--- config.mk ---
export PLATFORM = sky130hd
export DESIGN_NAME = logic_op_arbiter
export DESIGN_NICKNAME = d
export VERILOG_FILES = /design/src/rtl/logic_op_arbiter.sv
export SDC_FILE = /design/constraint.sdc
export NUM_CORES = 1
export LEC_CHECK = 0
export CAP_MARGIN = 20
export CORE_MARGIN = 4
export CORE_UTILIZATION = 41
export CTS_BUF_LIST = sky130_fd_sc_hd__clkbuf_2
export DETAILED_ROUTE_END_ITERATION = 10
export GPL_TIMING_DRIVEN = 1
export PLACE_DENSITY = 0.83
export RECOVER_POWER = 100
export SETUP_SLACK_MARGIN = 0.5
export SLEW_MARGIN = 30
export SYNTH_ARGS = -nofsm -noshare
export SYNTH_HDL_FRONTEND = slang
export SYNTH_SLANG_ARGS = --single-unit
--- constraint.sdc ---
create_clock -name clk -period 2.02 [get_ports clk]
set_input_delay 0.202 -clock clk [delete_from_list [all_inputs] [get_ports clk]]
set_output_delay 0.202 -clock clk [all_outputs]
set_load 0.1 [all_outputs]
--- src/rtl/logic_op_arbiter.sv ---
// Round-robin arbiter sharing one combinational 32-bit logic unit between NREQ requesters.
// Optional macro LOGIC_ARB_ZERO_FLAG_EN adds a registered rsp_zero flag alongside rsp_data.
module logic_op_arbiter #(
    parameter int unsigned NREQ  = 2,
    parameter int unsigned WIDTH = 32
) (
    input  logic                    clk,
    input  logic                    rst_n,
    input  logic [NREQ-1:0]         req_valid,
    output logic [NREQ-1:0]         req_ready,
    input  logic [NREQ*WIDTH-1:0]   req_a,
    input  logic [NREQ*WIDTH-1:0]   req_b,
    input  logic [NREQ*2-1:0]       req_op,
    output logic [WIDTH-1:0]        lu_a,
    output logic [WIDTH-1:0]        lu_b,
    output logic [1:0]              lu_s,
    input  logic [WIDTH-1:0]        lu_y,
    output logic                    rsp_valid,
    input  logic                    rsp_ready,
    output logic [WIDTH-1:0]        rsp_data,
    output logic [1:0]              rsp_id
`ifdef LOGIC_ARB_ZERO_FLAG_EN
    ,
    output logic                    rsp_zero
`endif
);

    localparam int unsigned IDW = 2;

    typedef enum logic [1:0] {
        IDLE = 2'd0,
        EXEC = 2'd1,
        RESP = 2'd2
    } state_e;

    state_e             state_q, state_d;
    logic [IDW-1:0]     rr_ptr_q, rr_ptr_d;
    logic [IDW-1:0]     id_q, id_d;
    logic [WIDTH-1:0]   lu_a_q, lu_a_d;
    logic [WIDTH-1:0]   lu_b_q, lu_b_d;
    logic [1:0]         lu_s_q, lu_s_d;
    logic               rsp_valid_q, rsp_valid_d;
    logic [WIDTH-1:0]   rsp_data_q, rsp_data_d;
    logic [IDW-1:0]     rsp_id_q, rsp_id_d;
`ifdef LOGIC_ARB_ZERO_FLAG_EN
    logic               rsp_zero_q, rsp_zero_d;
`endif

    logic [3:0]         valid_ext;
    logic               grant_any_c;
    logic [IDW-1:0]     grant_id_c;
    int                 slot;

    // Round-robin search starting one past the last winner, wrapping at NREQ-1
    always_comb begin
        valid_ext   = 4'(req_valid);
        grant_any_c = 1'b0;
        grant_id_c  = '0;
        slot        = 0;
        for (int k = 1; k <= int'(NREQ); k++) begin
            slot = int'(rr_ptr_q) + k;
            if (slot >= int'(NREQ)) slot = slot - int'(NREQ);
            if (!grant_any_c && valid_ext[IDW'(slot)]) begin
                grant_any_c = 1'b1;
                grant_id_c  = IDW'(slot);
            end
        end
    end

    // Grant is only offered while idle
    always_comb begin
        req_ready = '0;
        for (int i = 0; i < int'(NREQ); i++) begin
            req_ready[i] = (state_q == IDLE) && grant_any_c && (grant_id_c == IDW'(i));
        end
    end

    // Next-state and datapath register updates
    always_comb begin
        state_d     = state_q;
        rr_ptr_d    = rr_ptr_q;
        id_d        = id_q;
        lu_a_d      = lu_a_q;
        lu_b_d      = lu_b_q;
        lu_s_d      = lu_s_q;
        rsp_valid_d = rsp_valid_q;
        rsp_data_d  = rsp_data_q;
        rsp_id_d    = rsp_id_q;
`ifdef LOGIC_ARB_ZERO_FLAG_EN
        rsp_zero_d  = rsp_zero_q;
`endif
        case (state_q)
            IDLE: begin
                if (grant_any_c) begin
                    id_d     = grant_id_c;
                    rr_ptr_d = grant_id_c;
                    lu_a_d   = req_a[int'(grant_id_c)*int'(WIDTH) +: WIDTH];
                    lu_b_d   = req_b[int'(grant_id_c)*int'(WIDTH) +: WIDTH];
                    lu_s_d   = req_op[int'(grant_id_c)*2 +: 2];
                    state_d  = EXEC;
                end
            end
            EXEC: begin
                // Unit inputs return to zero once the result is captured
                rsp_data_d  = lu_y;
                rsp_id_d    = id_q;
                rsp_valid_d = 1'b1;
`ifdef LOGIC_ARB_ZERO_FLAG_EN
                rsp_zero_d  = (lu_y == '0);
`endif
                lu_a_d      = '0;
                lu_b_d      = '0;
                lu_s_d      = '0;
                state_d     = RESP;
            end
            RESP: begin
                if (rsp_ready) begin
                    rsp_valid_d = 1'b0;
                    state_d     = IDLE;
                end
            end
            default: begin
                state_d = IDLE;
            end
        endcase
    end

    always_ff @(posedge clk or negedge rst_n) begin
        if (!rst_n) begin
            state_q     <= IDLE;
            rr_ptr_q    <= IDW'(NREQ - 1);
            id_q        <= '0;
            lu_a_q      <= '0;
            lu_b_q      <= '0;
            lu_s_q      <= '0;
            rsp_valid_q <= 1'b0;
            rsp_data_q  <= '0;
            rsp_id_q    <= '0;
`ifdef LOGIC_ARB_ZERO_FLAG_EN
            rsp_zero_q  <= 1'b0;
`endif
        end else begin
            state_q     <= state_d;
            rr_ptr_q    <= rr_ptr_d;
            id_q        <= id_d;
            lu_a_q      <= lu_a_d;
            lu_b_q      <= lu_b_d;
            lu_s_q      <= lu_s_d;
            rsp_valid_q <= rsp_valid_d;
            rsp_data_q  <= rsp_data_d;
            rsp_id_q    <= rsp_id_d;
`ifdef LOGIC_ARB_ZERO_FLAG_EN
            rsp_zero_q  <= rsp_zero_d;
`endif
        end
    end

    assign lu_a      = lu_a_q;
    assign lu_b      = lu_b_q;
    assign lu_s      = lu_s_q;
    assign rsp_valid = rsp_valid_q;
    assign rsp_data  = rsp_data_q;
    assign rsp_id    = rsp_id_q;
`ifdef LOGIC_ARB_ZERO_FLAG_EN
    assign rsp_zero  = rsp_zero_q;
`endif

endmodule

==> impl_metrics.tcl, run 1 <==
set metrics [dict create \
    antenna_cells 0 \
    routed_wire_length_per_instance_um 23.32 \
    antenna_found_initial 0 \
    initial_core_util 0.4180 \
    seq_area_sq_um 2660 \
    synth.area.top_cells "sky130_fd_sc_hd__dfrtp_1, sky130_fd_sc_hd__nand2_1, sky130_fd_sc_hd__mux2i_1, sky130_fd_sc_hd__a32oi_1, sky130_fd_sc_hd__and2_1" \
    yosys_register_bits 106 \
    timing.rr.start "state_q[0]$_DFFE_PN0P_" \
    finalNonFillerCells 1052 \
    portBuffers 271 \
    synth_fa_ha_area_frac 0 \
    synth.largest_area_cell "sky130_fd_sc_hd__dfrtp_1" \
    layout_min_cycle_time_ps 2076 \
    core-area_sq_um 12620 \
    post-place-cells 960 \
    vias 6077 \
    detailedRoute.firstPassIterationCount 5 \
    status "complete, but fails checks" \
    synthToLayoutAreaGrowth_pct 94.74 \
    die_h_um 121.4 \
    hold_violation_count_in_the_final_report 0 \
    crit_path_end "req_ready[0]" \
    synth_largest_type_area_fraction 0.4981 \
    multi_input_area_sq_um 2910 \
    fin_area_sq_um 10270 \
    synth_top_family_by_area "simple AND/OR/NAND/NOR gates" \
    hold_path.class "input pin to flop" \
    portion_of_netlist_area_occupied_by_mux_cells 0.08159 \
    tcrit_tclk_final 1.028 \
    r2r_end "lu_a[9]$_DFFE_PN0P_" \
    num-nets-final 1044 \
    timing.clock.skew_ps 51.77 \
    cts.path.max_buffers 2 \
    placement.cell_area_sq_um 8049 \
    final.setup.worst_slack_ps -56.07 \
    drive_gt1_frac 0.3523 \
    root_buffer "sky130_fd_sc_hd__clkbuf_2" \
    cp_slowest_stage_delay_ps 660 \
    transition_at_the_pin_with_the_smallest_max_transition_slack_ps 1224 \
    timing.critical_path.fanout_max 19 \
    h-tree-depth 3 \
    critical_path_required_ps 1820 \
    timing.slew.headroom 0.1837 \
    route.antenna.remaining_nets 0 \
    count_of_boundary_i_o_pins 272 \
    routabilityCongestion 0.7813 \
    cp.arrival_ps 1870 \
    critical_path.startpoint "rr_ptr_q[0]$_DFFE_PN1P_" \
    clk_transition_reported_paths_ps 330 \
    grt.overflow.total 0 \
    largest_net_degree_at_the_start_of_global_routing 61 \
    detailedPlacementHpwl_um 13630 \
    clock_tree_from_tritoncts "yes" \
    clkLatencyLatePin_ps 640 \
    timing.final.setup_violations 1 \
    cp_common_cell "sky130_fd_sc_hd__buf_12" \
    synth-warning-count 0 \
    grtUsageTotal 0.2824 \
    synth.net_count 719 \
    synth_cell_types 28 \
    violations "negative setup slack" \
    series_of_cell_instances_along_the_critical_path "o21ai_4, buf_12, a21oi_4, buf_12" \
    syn_area_sq_um 5275 \
    timing_worst_setup_path_type "flop to output pin" \
    max_clock_freq_mhz 481.7 \
    number_of_rows_created_at_floorplan 41 \
    layout.filler_cells 721 \
    post_synth_xor_area_fraction 0 \
    synth_sequential_area_ratio 0.5031 \
    reg2reg_depth 6 \
    drt-vias-per-instance 5.777 \
    maxcap_viol_count 0 \
    synth_simple_gate_area_frac 0.2120 \
    numCtsBuffers 9 \
    dr.first_iter.drc_count 536 \
    numClockSinks 106 \
    finalWirelength_um 24540 \
    start_kind "flop" \
    grt_pass1_wl_um 32580 \
    rrSetupSlack_ps 30 \
    drc 0 \
    synth.avg_cell_area_sq_um 9.591 \
    fp.dieW_um 121.4 \
    slowest_stage "sky130_fd_sc_hd__dfstp_2" \
    area_enclosed_by_the_die_boundary_sq_um 14750 \
    post_synth_inst_count 550 \
    synth_compound_area_frac 0.1537 \
    timing.final.max_slew_violations 0 \
    via_count_of_the_first_global_routing_pass 6136 \
    grt_setup_unrepaired "yes" \
    category_of_the_worst_setup_path_capture_point "output pin" \
]
## per-layer routing
layer / part of all wire / GRT usage / vias up
met4: 0.043 / 0.1106 / 0
met5: 0 / 0 / -
li1: - / - / 2620
met1: 0.36 / 0.3332 / 3021
met2: 0.51 / 0.4960 / 351
met3: 0.083 / 0.06527 / 85
## flip-flops by register name (all words and copies together), names as in the netlist
| name | flops |
|---|---|
| lu_b | 32 |
| rsp_valid | 1 |
| rsp_id | 2 |
| lu_a | 32 |
| lu_s | 2 |
| rr_ptr_q | 2 |
| state_q | 2 |
| id_q | 1 |
| rsp_data | 32 |
## kinds of logic after synthesis
| group | Yosys count |
|---|---|
| flops | 106 |
| mux | 43 |
| simple gates | 245 |
| compound gates | 98 |
| buf+inv | 58 |
## stage by stage
stage	hold slack, ps	worst slack (ps)	util	setup TNS (ps)
2_1_floorplan	-93.59	408.2	-	0
3_3_place_gp	255.4	207.1	0.6378	0
3_5_place_dp	256.9	178.0	0.6378	0
4_1_cts	12.20	-24.28	0.7306	-24.28
5_1_grt	18.76	-117.2	0.8140	-1066
6_report	20.02	-56.07	0.8140	-56.07
## worst min-delay path by stage
| stage | endpoint | slack, ps | depth (start not counted) | start |
|---|---|---|---|---|
| 2_1_floorplan | id_q[0]$_DFFE_PN0P_ | -90 | 0 | rst_n |
| 5_1_grt | lu_a[0]$_DFFE_PN0P_ | 20 | 3 | req_valid[1] |
| 3_5_place_dp | rsp_data[15]$_DFFE_PN0P_ | 260 | 1 | rst_n |
| 4_1_cts | lu_a[0]$_DFFE_PN0P_ | 10 | 3 | req_valid[1] |
| 6_report | lu_b[27]$_DFFE_PN0P_ | 20 | 3 | req_valid[1] |
| 3_3_place_gp | rsp_data[13]$_DFFE_PN0P_ | 260 | 1 | rst_n |
## layout make-up
class                   instances  share of cell area
repair buffers                369              0.4228
multi-input cells             387              0.2833
flip-flops and latches        106              0.2590
well taps                     172             0.02095
clock inverters                 5            0.007795
clock buffers                  11            0.005359
inverters                       2           0.0008526
## layout by cell type, fill, tap and decap left out, drive strengths merged
cell type,synthesis,layout
buf,27,196
clkdlybuf4s50,0,166
nand2,146,146
dfrtp,105,105
nand3,46,46
and2,44,44
mux2i,43,43
a32oi,43,43
a211oi,23,23
a311oi,23,23
clkbuf,29,16
nand2b,3,3
a21oi,3,3
o21ai,3,3
a21o,2,2
or3b,1,2
clkinv,0,2
bufinv,0,2
clkinvlp,0,2
nor2b,2,2
a21boi,1,1
nor2,1,1
and3,1,1
nor4b,1,1
inv,2,1
bufbuf,0,1
dlygate4sd3,0,1
dfstp,1,1
## repair_timing
| item | in CTS | in global routing |
|---|---|---|
| setup buffers | 23 | 38 |
| endpoints found under the hold margin | 46 | 0 |
| setup endpoints to repair | 160 | 151 |
| resized for setup | 132 | 167 |
| pin swaps | 20 | 27 |
| gates cloned | 11 | 3 |
| hold buffers | 1 | 0 |
## critical path, delay by kind of cell, from the launching register on
| family | cells | cell delay [ps] |
|---|---|---|
| DFF | 1 | 660 |
| buffers and inverters | 2 | 360 |
| AOI/OAI and AO/OA | 2 | 260 |
## synthesized netlist by cell type
library cell	n
sky130_fd_sc_hd__nand2_1	146
sky130_fd_sc_hd__dfrtp_1	105
sky130_fd_sc_hd__nand3_1	46
sky130_fd_sc_hd__and2_1	44
sky130_fd_sc_hd__a32oi_1	43
sky130_fd_sc_hd__mux2i_1	43
sky130_fd_sc_hd__clkbuf_1	29
sky130_fd_sc_hd__a211oi_1	23
sky130_fd_sc_hd__a311oi_1	23
sky130_fd_sc_hd__buf_2	17
sky130_fd_sc_hd__buf_1	6
sky130_fd_sc_hd__a21oi_1	3
sky130_fd_sc_hd__nand2b_1	3
sky130_fd_sc_hd__a21o_1	2
sky130_fd_sc_hd__buf_4	2
sky130_fd_sc_hd__buf_6	2
sky130_fd_sc_hd__nor2b_1	2
sky130_fd_sc_hd__a21boi_2	1
sky130_fd_sc_hd__and3_1	1
sky130_fd_sc_hd__dfstp_2	1
sky130_fd_sc_hd__inv_1	1
sky130_fd_sc_hd__inv_2	1
sky130_fd_sc_hd__nor2_1	1
sky130_fd_sc_hd__nor4b_2	1
sky130_fd_sc_hd__o21ai_0	1
sky130_fd_sc_hd__o21ai_1	1
sky130_fd_sc_hd__o21ai_2	1
sky130_fd_sc_hd__or3b_1	1
Power of run 1 is left out: the tool's default activity adds up to more than one toggle a clock period on the data nets, which glitch-free logic cannot reach.
==> run 2: changes to the inputs <==
Settings changed: CORE_UTILIZATION 41 to 32, PLACE_DENSITY 0.83 to 0.67.
==> impl_metrics.tcl, run 2 (same netlist as run 1, synthesis figures left out) <==
set metrics [dict create \
    worst_path_dominant_cell_family "flip-flops" \
    maxcap_viol_count 0 \
    num-nets-final 1051 \
    antenna_found_initial 0 \
    dp_worst_setup_slack_ps 107.8 \
    fp.dieW_um 136.4 \
    cp_slowest_stage_delay_ps 660 \
    grt.overflow.total 0 \
    most_common_library_cell_in_the_layout_ignoring_fill_and_taps "sky130_fd_sc_hd__clkdlybuf4s50_1" \
    drive_gt1_frac 0.2965 \
    aggregate_negative_setup_slack_ps -44.46 \
    largest_net_degree_at_the_start_of_global_routing 79 \
    portBuffers 271 \
    cts.path.max_buffers 2 \
    area_enclosed_by_the_die_boundary_sq_um 18600 \
    detailedPlacementHpwl_um 13740 \
    grt_setup_unrepaired "yes" \
    timing.slew.headroom 0.1619 \
    critical_path_required_ps 1820 \
    hold_violation_count_in_the_final_report 0 \
    synthToLayoutAreaGrowth_pct 102.4 \
    timing.critical_path.fanout_max 4 \
    hold_path.class "input pin to flop" \
    numCtsBuffers 9 \
    initial_core_util 0.3297 \
    vias 5720 \
    timing_worst_setup_path_type "flop to output pin" \
    routed_wire_length_per_instance_um 19.99 \
    count_of_boundary_i_o_pins 272 \
    layout_min_cycle_time_ps 2064 \
    reg2reg_depth 9 \
    r2r_end "lu_b[23]$_DFFE_PN0P_" \
    timing.final.max_slew_violations 0 \
    number_of_rows_created_at_floorplan 46 \
    grtUsageTotal 0.2278 \
    status "complete, but fails checks" \
    rrSetupSlack_ps 180 \
    die_h_um 136.4 \
    timing.hold.worst_endpoint "rr_ptr_q[0]$_DFFE_PN1P_" \
    whs_path_depth 3 \
    drt-vias-per-instance 5.186 \
    series_of_cell_instances_along_the_critical_path "a21boi_2, o21ai_2, buf_6, a21oi_4, buf_12" \
    finalWirelength_um 22050 \
    timing.final.setup_violations 1 \
    numClockSinks 106 \
    clkLatencyLatePin_ps 630 \
    timing.rr.start "rr_ptr_q[0]$_DFFE_PN1P_" \
    tcrit_tclk_final 1.022 \
    clk_transition_reported_paths_ps 300 \
    transition_at_the_pin_with_the_smallest_max_transition_slack_ps 1257 \
    detailedRoute.firstPassIterationCount 7 \
    antenna_cells 0 \
    violations "negative setup slack" \
    h-tree-depth 3 \
    slowest_stage "sky130_fd_sc_hd__dfstp_2" \
    via_count_of_the_first_global_routing_pass 6068 \
    clock_tree_from_tritoncts "yes" \
    drc 0 \
    routabilityCongestion 0.8118 \
    hp-start "req_valid[1]" \
    timing.clock.skew_ps 37.59 \
    dr.first_iter.drc_count 243 \
    core-area_sq_um 16000 \
    root_buffer "sky130_fd_sc_hd__clkbuf_2" \
    route.antenna.remaining_nets 0 \
    start_kind "flop" \
    category_of_the_worst_setup_path_capture_point "output pin" \
    layout.cells.most_common_list "sky130_fd_sc_hd__clkdlybuf4s50_1, sky130_fd_sc_hd__nand2_1, sky130_fd_sc_hd__buf_12" \
    max_clock_freq_mhz 484.4 \
    cp.arrival_ps 1860 \
    worstPathBufferInverterCount 2 \
    grt_pass1_wl_um 32800 \
    final.setup.worst_slack_ps -44.46 \
]
==> run 2: tightest hold or removal path, cell delays in order <==
cell and delay (ps):
sky130_fd_sc_hd__buf_2 170, sky130_fd_sc_hd__and3_4 190, sky130_fd_sc_hd__a21o_1 150
==> run 2: worst max-delay path by stage <==
stage / depth (start not counted) / startpoint / endpoint
finish: 5 / rr_ptr_q[0]$_DFFE_PN1P_ / req_ready[0]
global route: 5 / rr_ptr_q[0]$_DFFE_PN1P_ / req_ready[0]
CTS: 5 / rr_ptr_q[0]$_DFFE_PN1P_ / req_ready[0]
detailed placement: 5 / req_valid[0] / lu_b[6]$_DFFE_PN0P_
global placement: 5 / req_valid[0] / lu_b[0]$_DFFE_PN0P_
floorplan: 3 / rr_ptr_q[0]$_DFFE_PN1P_ / req_ready[0]
==> run 2: area by class of cell <==
class,count,area (sq um)
well taps,216,270.3
clock inverters,7,75.07
fillers,1200,5325
inverters,2,20.02
multi-input cells,386,2608
flip-flops and latches,106,2658
repair buffers,377,5000
clock buffers,9,45.04
==> run 2: repair_timing <==
| action | in CTS | in global routing |
|---|---|---|
| hold buffers | 3 | 1 |
| pin swaps | 10 | 5 |
| buffers inserted | 37 | 27 |
| endpoints found under the setup margin | 169 | 169 |
| endpoints found under the hold margin | 112 | 2 |
| resized for setup | 341 | 39 |
| cloned | 13 | 0 |
==> run 2: routing by layer <==
metal  global-route usage  share of wire
met1               0.2601           0.38
met2               0.4141           0.52
met3              0.05181          0.070
met4              0.08343          0.026
met5                    0              0
==> run 2: per-stage QoR <==
| step | instance area, sq um | util | std cells | hold WS, ps |
|---|---|---|---|---|
| after floorplan | 5314 | - | 550 | -93.59 |
| after global placement | 8107 | 0.5066 | 1006 | 119.6 |
| after detailed placement | 8107 | 0.5066 | 1006 | 121.7 |
| after CTS | 10320 | 0.6448 | 1075 | -3.108 |
| after global routing | 10680 | 0.6672 | 1103 | -11.24 |
| final | 10680 | 0.6672 | 1103 | 54.65 |
Power of run 2 is left out for the same reason.
